$ cat src/rtl/pcm_to_pdm.sv
// pcm_to_pdm: first-order sigma-delta PCM-to-PDM modulator with input FIFO.
// Ports: clk, rst (synchronous, active-high); pcm_data/pcm_valid/pcm_ready
// sample stream; underrun_clr clears the sticky underrun flag; pdm_clk and pdm
// are the generated PDM clock and bitstream; sample_tick pulses one clk after a
// sample is loaded into the modulator; fifo_level reports FIFO occupancy.
// Option: define UNDERRUN_MIDSCALE_EN to load midscale (50% density) on
// underrun; otherwise the last sample keeps being modulated.
module pcm_to_pdm #(
   parameter int BIT_WIDTH          = 8,
   parameter int PDM_CLK_DEC_FACTOR = 12,
   parameter int OSR                = 128,
   parameter int FIFO_DEPTH         = 4
) (
   input  logic                        clk,
   input  logic                        rst,
   input  logic [BIT_WIDTH-1:0]        pcm_data,
   input  logic                        pcm_valid,
   output logic                        pcm_ready,
   input  logic                        underrun_clr,
   output logic                        pdm_clk,
   output logic                        pdm,
   output logic                        sample_tick,
   output logic                        underrun,
   output logic [$clog2(FIFO_DEPTH):0] fifo_level
);
   localparam int DW = $clog2(PDM_CLK_DEC_FACTOR + 1);
   localparam int BW = $clog2(OSR);
   localparam int AW = $clog2(FIFO_DEPTH);
   localparam int LW = AW + 1;
   typedef enum logic {IDLE, RUN} state_t;
   state_t               r_state, w_next;
   logic [DW-1:0]        r_div;
   logic                 r_pdm_clk, r_pdm, r_tick, r_underrun;
   logic [BW-1:0]        r_bit;
   logic [BIT_WIDTH-1:0] r_acc, r_cur;
   logic [BIT_WIDTH-1:0] r_mem [FIFO_DEPTH];
   logic [AW-1:0]        r_rd, r_wr;
   logic [LW-1:0]        r_level;
   logic                 w_wrap, w_fall, w_bound, w_empty, w_push, w_pop, w_urun;
   logic [BIT_WIDTH:0]   w_sum;
   assign w_wrap  = r_div == DW'(PDM_CLK_DEC_FACTOR - 1);
   assign w_fall  = w_wrap && r_pdm_clk;
   assign w_bound = w_fall && (r_bit == BW'(OSR - 1));
   assign w_empty = r_level == '0;
   assign w_push  = pcm_valid && pcm_ready;
   assign w_sum   = {1'b0, r_acc} + {1'b0, r_cur};
   // state register
   always_ff @(posedge clk) begin
      if (rst) r_state <= IDLE;
      else     r_state <= w_next;
   end
   // next state: the first successful pop starts the modulator running
   always_comb begin
      w_next = w_pop ? RUN : r_state;
   end
   // FSM outputs: pop decision uses the registered level, so no empty bypass
   always_comb begin
      w_pop  = w_bound && !w_empty;
      w_urun = w_bound && w_empty && (r_state == RUN);
   end
   always_ff @(posedge clk) begin
      if (w_push) r_mem[r_wr] <= pcm_data;
   end
   always_ff @(posedge clk) begin
      if (rst) begin
         r_div      <= '0;
         r_pdm_clk  <= 1'b0;
         r_pdm      <= 1'b0;
         r_bit      <= '0;
         r_acc      <= '0;
         r_cur      <= '0;
         r_rd       <= '0;
         r_wr       <= '0;
         r_level    <= '0;
         r_tick     <= 1'b0;
         r_underrun <= 1'b0;
      end else begin
         r_div <= w_wrap ? '0 : r_div + DW'(1);
         if (w_wrap) r_pdm_clk <= ~r_pdm_clk;
         // the carry of the accumulator add is the PDM bit
         if (w_fall) begin
            {r_pdm, r_acc} <= w_sum;
            r_bit          <= r_bit + BW'(1);
         end
         if (w_pop) r_cur <= r_mem[r_rd];
`ifdef UNDERRUN_MIDSCALE_EN
         else if (w_urun) r_cur <= {1'b1, {(BIT_WIDTH-1){1'b0}}};
`endif
         if (w_push) r_wr <= r_wr + AW'(1);
         if (w_pop)  r_rd <= r_rd + AW'(1);
         r_level    <= r_level + LW'(w_push) - LW'(w_pop);
         r_tick     <= w_pop;
         // a new underrun wins over a simultaneous clear
         r_underrun <= w_urun || (r_underrun && !underrun_clr);
      end
   end
   assign pcm_ready   = r_level < LW'(FIFO_DEPTH);
   assign pdm_clk     = r_pdm_clk;
   assign pdm         = r_pdm;
   assign sample_tick = r_tick;
   assign underrun    = r_underrun;
   assign fifo_level  = r_level;
endmodule

$ cat config.mk
export PLATFORM = sky130hd
export DESIGN_NAME = pcm_to_pdm
export DESIGN_NICKNAME = d
export VERILOG_FILES = /design/src/rtl/pcm_to_pdm.sv
export SDC_FILE = /design/constraint.sdc
export NUM_CORES = 1
export LEC_CHECK = 0
export CAP_MARGIN = 40
export CORE_ASPECT_RATIO = 0.75
export CORE_MARGIN = 10
export CORE_UTILIZATION = 50
export DETAILED_ROUTE_END_ITERATION = 10
export PLACE_DENSITY_LB_ADDON = 0.12
export SYNTH_ARGS = -nofsm -noshare
export SYNTH_HDL_FRONTEND = slang
export SYNTH_SLANG_ARGS = --single-unit
$ cat constraint.sdc
create_clock -name clk -period 3 [get_ports clk]
set_input_delay 0.3 -clock clk [delete_from_list [all_inputs] [get_ports clk]]
set_output_delay 0.3 -clock clk [all_outputs]
set_load 0.005 [all_outputs]
==> results <==
- The cell row count is 24.
- Relative to the synthesized area, the layout overhead comes to 17.5%.
- The number of sinks handled by clock tree synthesis is 71.
- In this run, post-CTS repair resized a total of 0 instances.
- The count of vias placed by the detailed router is 2,055.
- STA classifies the critical path endpoint as a flip-flop.
- The number of warnings printed during yosys synthesis is 0.
- The worst clock skew is ~0.010 ns.
- For this design the ratio of total power to cell area is approximately 660 mW/mm^2.
- In the layout the commonest cells are sky130_fd_sc_hd__dfxtp_1 (39), sky130_fd_sc_hd__edfxtp_1 (32), sky130_fd_sc_hd__a21oi_1 (23), sky130_fd_sc_hd__nor2_1 (22), sky130_fd_sc_hd__clkdlybuf4s50_1 (19).
- Leaving out fill and tap cells, the most frequent cell in the layout is sky130_fd_sc_hd__dfxtp_1.
- The remaining antenna violation count after routing is 0.
- The deepest level of the CTS H-tree is 3.
- The number of optimization iterations in the first detailed-route pass is 6.
- The first global-routing pass estimated about 9900 um of wire.
- The post-route non-filler standard cell count is 376.
- The most used flip-flop cell after synthesis is sky130_fd_sc_hd__dfxtp_1.
- The tightest slew margin relative to the limit is a little under three fifths.
- By instance count, the cell type seen most on the critical path is sky130_fd_sc_hd__ha_1.
- Global routing used 12.3% of the available tracks across all layers.
- The number of pins with negative max-slew slack in the final report came to 0.
- The synthesized netlist occupies a cell area of approximately 0.0031 sq mm.
- The first routing iteration left 73 violations.
- Counting instances, the worst hold path has a depth of 1.
- The hold violation total from the final report is 0.
- After detailed placement, the design holds a cell count of 360.
- The flow ran to the end, and the final reports show no timing, DRC or antenna violations.
- The number of buffers created by CTS is 9.
- The initial utilization of the core area, before any placement, comes to 52.5%.
- CTS placed an instance of sky130_fd_sc_hd__clkbuf_8 at the clock tree root.
- The highest fanout seen on the critical path is 5.
- The slew at the pin closest to its max-slew limit is 0.642 ns.
- For flop-to-flop paths, the worst setup slack is 0.35 ns.
- The post-synthesis register bit count is 71.
- Across the run, the number of max-cap violations was 0.
- The class of the tightest hold or removal check is flip-flop to flip-flop.
- The I/O pin count is 20.
- The net count of the mapped netlist is 300.
- The number of antenna violations at the first check in global routing is 0.
- The required time at the endpoint of the critical path is around 3.2 ns.
- The critical path arrival is 2.86 ns.
- The proportion of synthesized chip area in sequential cells is between 50% and 60%.
- On the critical path, the stage with the largest delay is an instance of sky130_fd_sc_hd__or4_4.
- The post-synthesis average cell area is 11.6 sq um.
- The overall power is 2.43 mW.
- The number of setup buffers added after CTS is 0.
- In the synthesized netlist, the number of instances is 270.
- The congestion estimate from routability-driven global placement came to 0.787.
- The number of flops mapped to enable cells by yosys is 32.
- The post-route cell area is 0.00367 sq mm.
- Setup repair after global routing left no endpoint under its margin.
- Detailed placement ended at an HPWL of roughly 4000 um.
- Entering global routing, the biggest net connects 25 pins.
- The worst path uses between 80% and 90% of the clock period.
- The number of remaining DRC errors is 0.
- The critical path crosses 11 cells after its start point.
- The cell class contributing the biggest share of worst-path delay is adder cells.
- For the final routed database, the setup TNS stands at 0 ns.
- The antenna diode count is 0.
- Counting cells, the worst reg-to-reg path comes to 11.
- Across the VDD grid, the largest voltage drop is 0.000376 V.
- The clock passes through at most 2 buffers.
- The overall die height is 88.5 um.
- Traced cell by cell, the critical path runs through ha_1, nand4b_4, or4_4, nor2_1, ha_1, inv_1, ha_1, fa_1, xnor2_1, xnor2_1, nor2_1.
- Setup violations remaining at the end of the flow were counted as 0.
- The core area is 0.00595 sq mm.
- The share of flip-flops with an asynchronous set or reset after synthesis is 0%.
- Dividing the detail-routed wire length by the instance count gives between 15 and 20 um.
- Counting both buffers and inverters, the worst setup path holds a total of 1.
- The clock-pin slew on the worst setup and hold paths is 0.07 ns.
- For the worst-skew pair, the clock arrives at the later sink with an insertion delay of approximately 0.34 ns.
- The die covers 0.00984 sq mm.
- Cells with a size suffix above 1 make up 10.7% of the layout.
- Counting distinct cell types in the post-synthesis netlist gives 42.
- The net count of the finished layout is 323.
- The critical path start-end classification is flip-flop to flip-flop.
- On the worst path, the slowest cell contributes a delay of between 0.5 and 0.6 ns.
- The minimum period implied by the final worst setup slack is 2.65 ns.
- The number of global-route vias before repair is ~2,000.
- Buffers inserted to repair hold after CTS numbered 0.
- The fmax is 377 MHz.
- The die is 111 um wide.
- Summing all placed instances gives a cell area of roughly 0.0034 sq mm.
- Summed over all layers, the routed wires come to ~5700 um.
- In the routed layout, each cell is associated on average with a via count of 5.47.
- The startpoint type of the worst setup path is a flip-flop.
- Buffers placed on the I/O ports in this run total 19.
- Summed over all cells, the static leakage comes to ~1.3 nW.
- The TritonCTS clock tree is done.
- For this run the aggregate overflow at the end of global routing stands at 0.
==> per-stage QoR <==
step / setup slack [ns] / hold slack [ns] / util (%)
floorplan: 0.405 / 0.399 / -
global placement: 0.377 / 0.442 / 57.3
detailed placement: 0.353 / 0.454 / 57.3
CTS: 0.332 / 0.465 / 61.7
global route: 0.155 / 0.492 / 61.7
finish: 0.349 / 0.461 / 61.7
==> flip-flops by register name (all words and copies together), names as in the netlist <==
name	count
r_state	1
fifo_level	3
r_acc	8
r_wr	2
pdm	1
r_bit	7
pdm_clk	1
underrun	1
r_rd	2
r_div	4
r_cur	8
sample_tick	1
r_mem	32
==> synth_stat cells, types with 5 or more instances <==
cell / n / area share, %
sky130_fd_sc_hd__a21oi_1: 23 / 3.7
sky130_fd_sc_hd__and2_1: 5 / 1.0
sky130_fd_sc_hd__buf_1: 5 / 0.60
sky130_fd_sc_hd__clkbuf_1: 8 / 0.96
sky130_fd_sc_hd__dfxtp_1: 39 / 25
sky130_fd_sc_hd__edfxtp_1: 32 / 31
sky130_fd_sc_hd__ha_1: 16 / 6.4
sky130_fd_sc_hd__inv_1: 10 / 1.2
sky130_fd_sc_hd__mux4_2: 8 / 5.8
sky130_fd_sc_hd__nand2_1: 15 / 1.8
sky130_fd_sc_hd__nand3_1: 13 / 2.1
sky130_fd_sc_hd__nor2_1: 22 / 2.6
sky130_fd_sc_hd__nor3_1: 6 / 0.96
sky130_fd_sc_hd__o21ai_0: 16 / 2.6
sky130_fd_sc_hd__xnor2_1: 8 / 2.2
==> layer usage <==
metal  wire, um  global-route usage (%)  share of wire [%]  up-vias
met5          0                       0                  0        -
met4         42                    2.79               0.74        0
met3        285                    5.41                5.0        5
met2       2470                    18.3                 43       30
met1       2900                    16.3                 51      981
li1           -                       -                  -     1039
==> area by class of cell <==
class | instances | area (sq um)
Timing Repair Buffer | 25 | 235
Clock inverter | 6 | 134
Sequential cell | 71 | 1740
Clock buffer | 10 | 128
Fill cell | 480 | 2280
Multi-Input combinational cell | 176 | 1300
Tap cell | 78 | 97.6
Inverter | 10 | 37.5
==> power by group <==
group	total, mW	switching [mW]	internal, mW
Combinational	0.304	0.166	0.137
Clock	0.990	0.353	0.637
Sequential	1.13	0.0398	1.09
Total	2.43	0.559	1.87
==> cells by family after synthesis <==
group                      count (synthesis)  synth area share [%]
muxes                                      9                  6.09
adders and majority gates                 18                  7.69
xor gates and xnor gates                  11                  3.08
and+or+nand+nor                           81                  13.9
AOI/OAI and AO/OA                         57                  10.8
buffers and inverters                     23                  2.76
DFF                                       71                  55.7
==> worst paths after layout <==
| path | startpoint | to |
|---|---|---|
| setup reg to reg | r_div[0]$_SDFF_PP0_ | fifo_level[2]$_SDFF_PP0_ |
| hold / removal | r_div[0]$_SDFF_PP0_ | r_div[0]$_SDFF_PP0_ |
| setup / recovery | r_div[0]$_SDFF_PP0_ | fifo_level[2]$_SDFF_PP0_ |
| hold reg to reg | r_div[0]$_SDFF_PP0_ | r_div[0]$_SDFF_PP0_ |
Note: power is estimated with default switching activity, not from simulation.
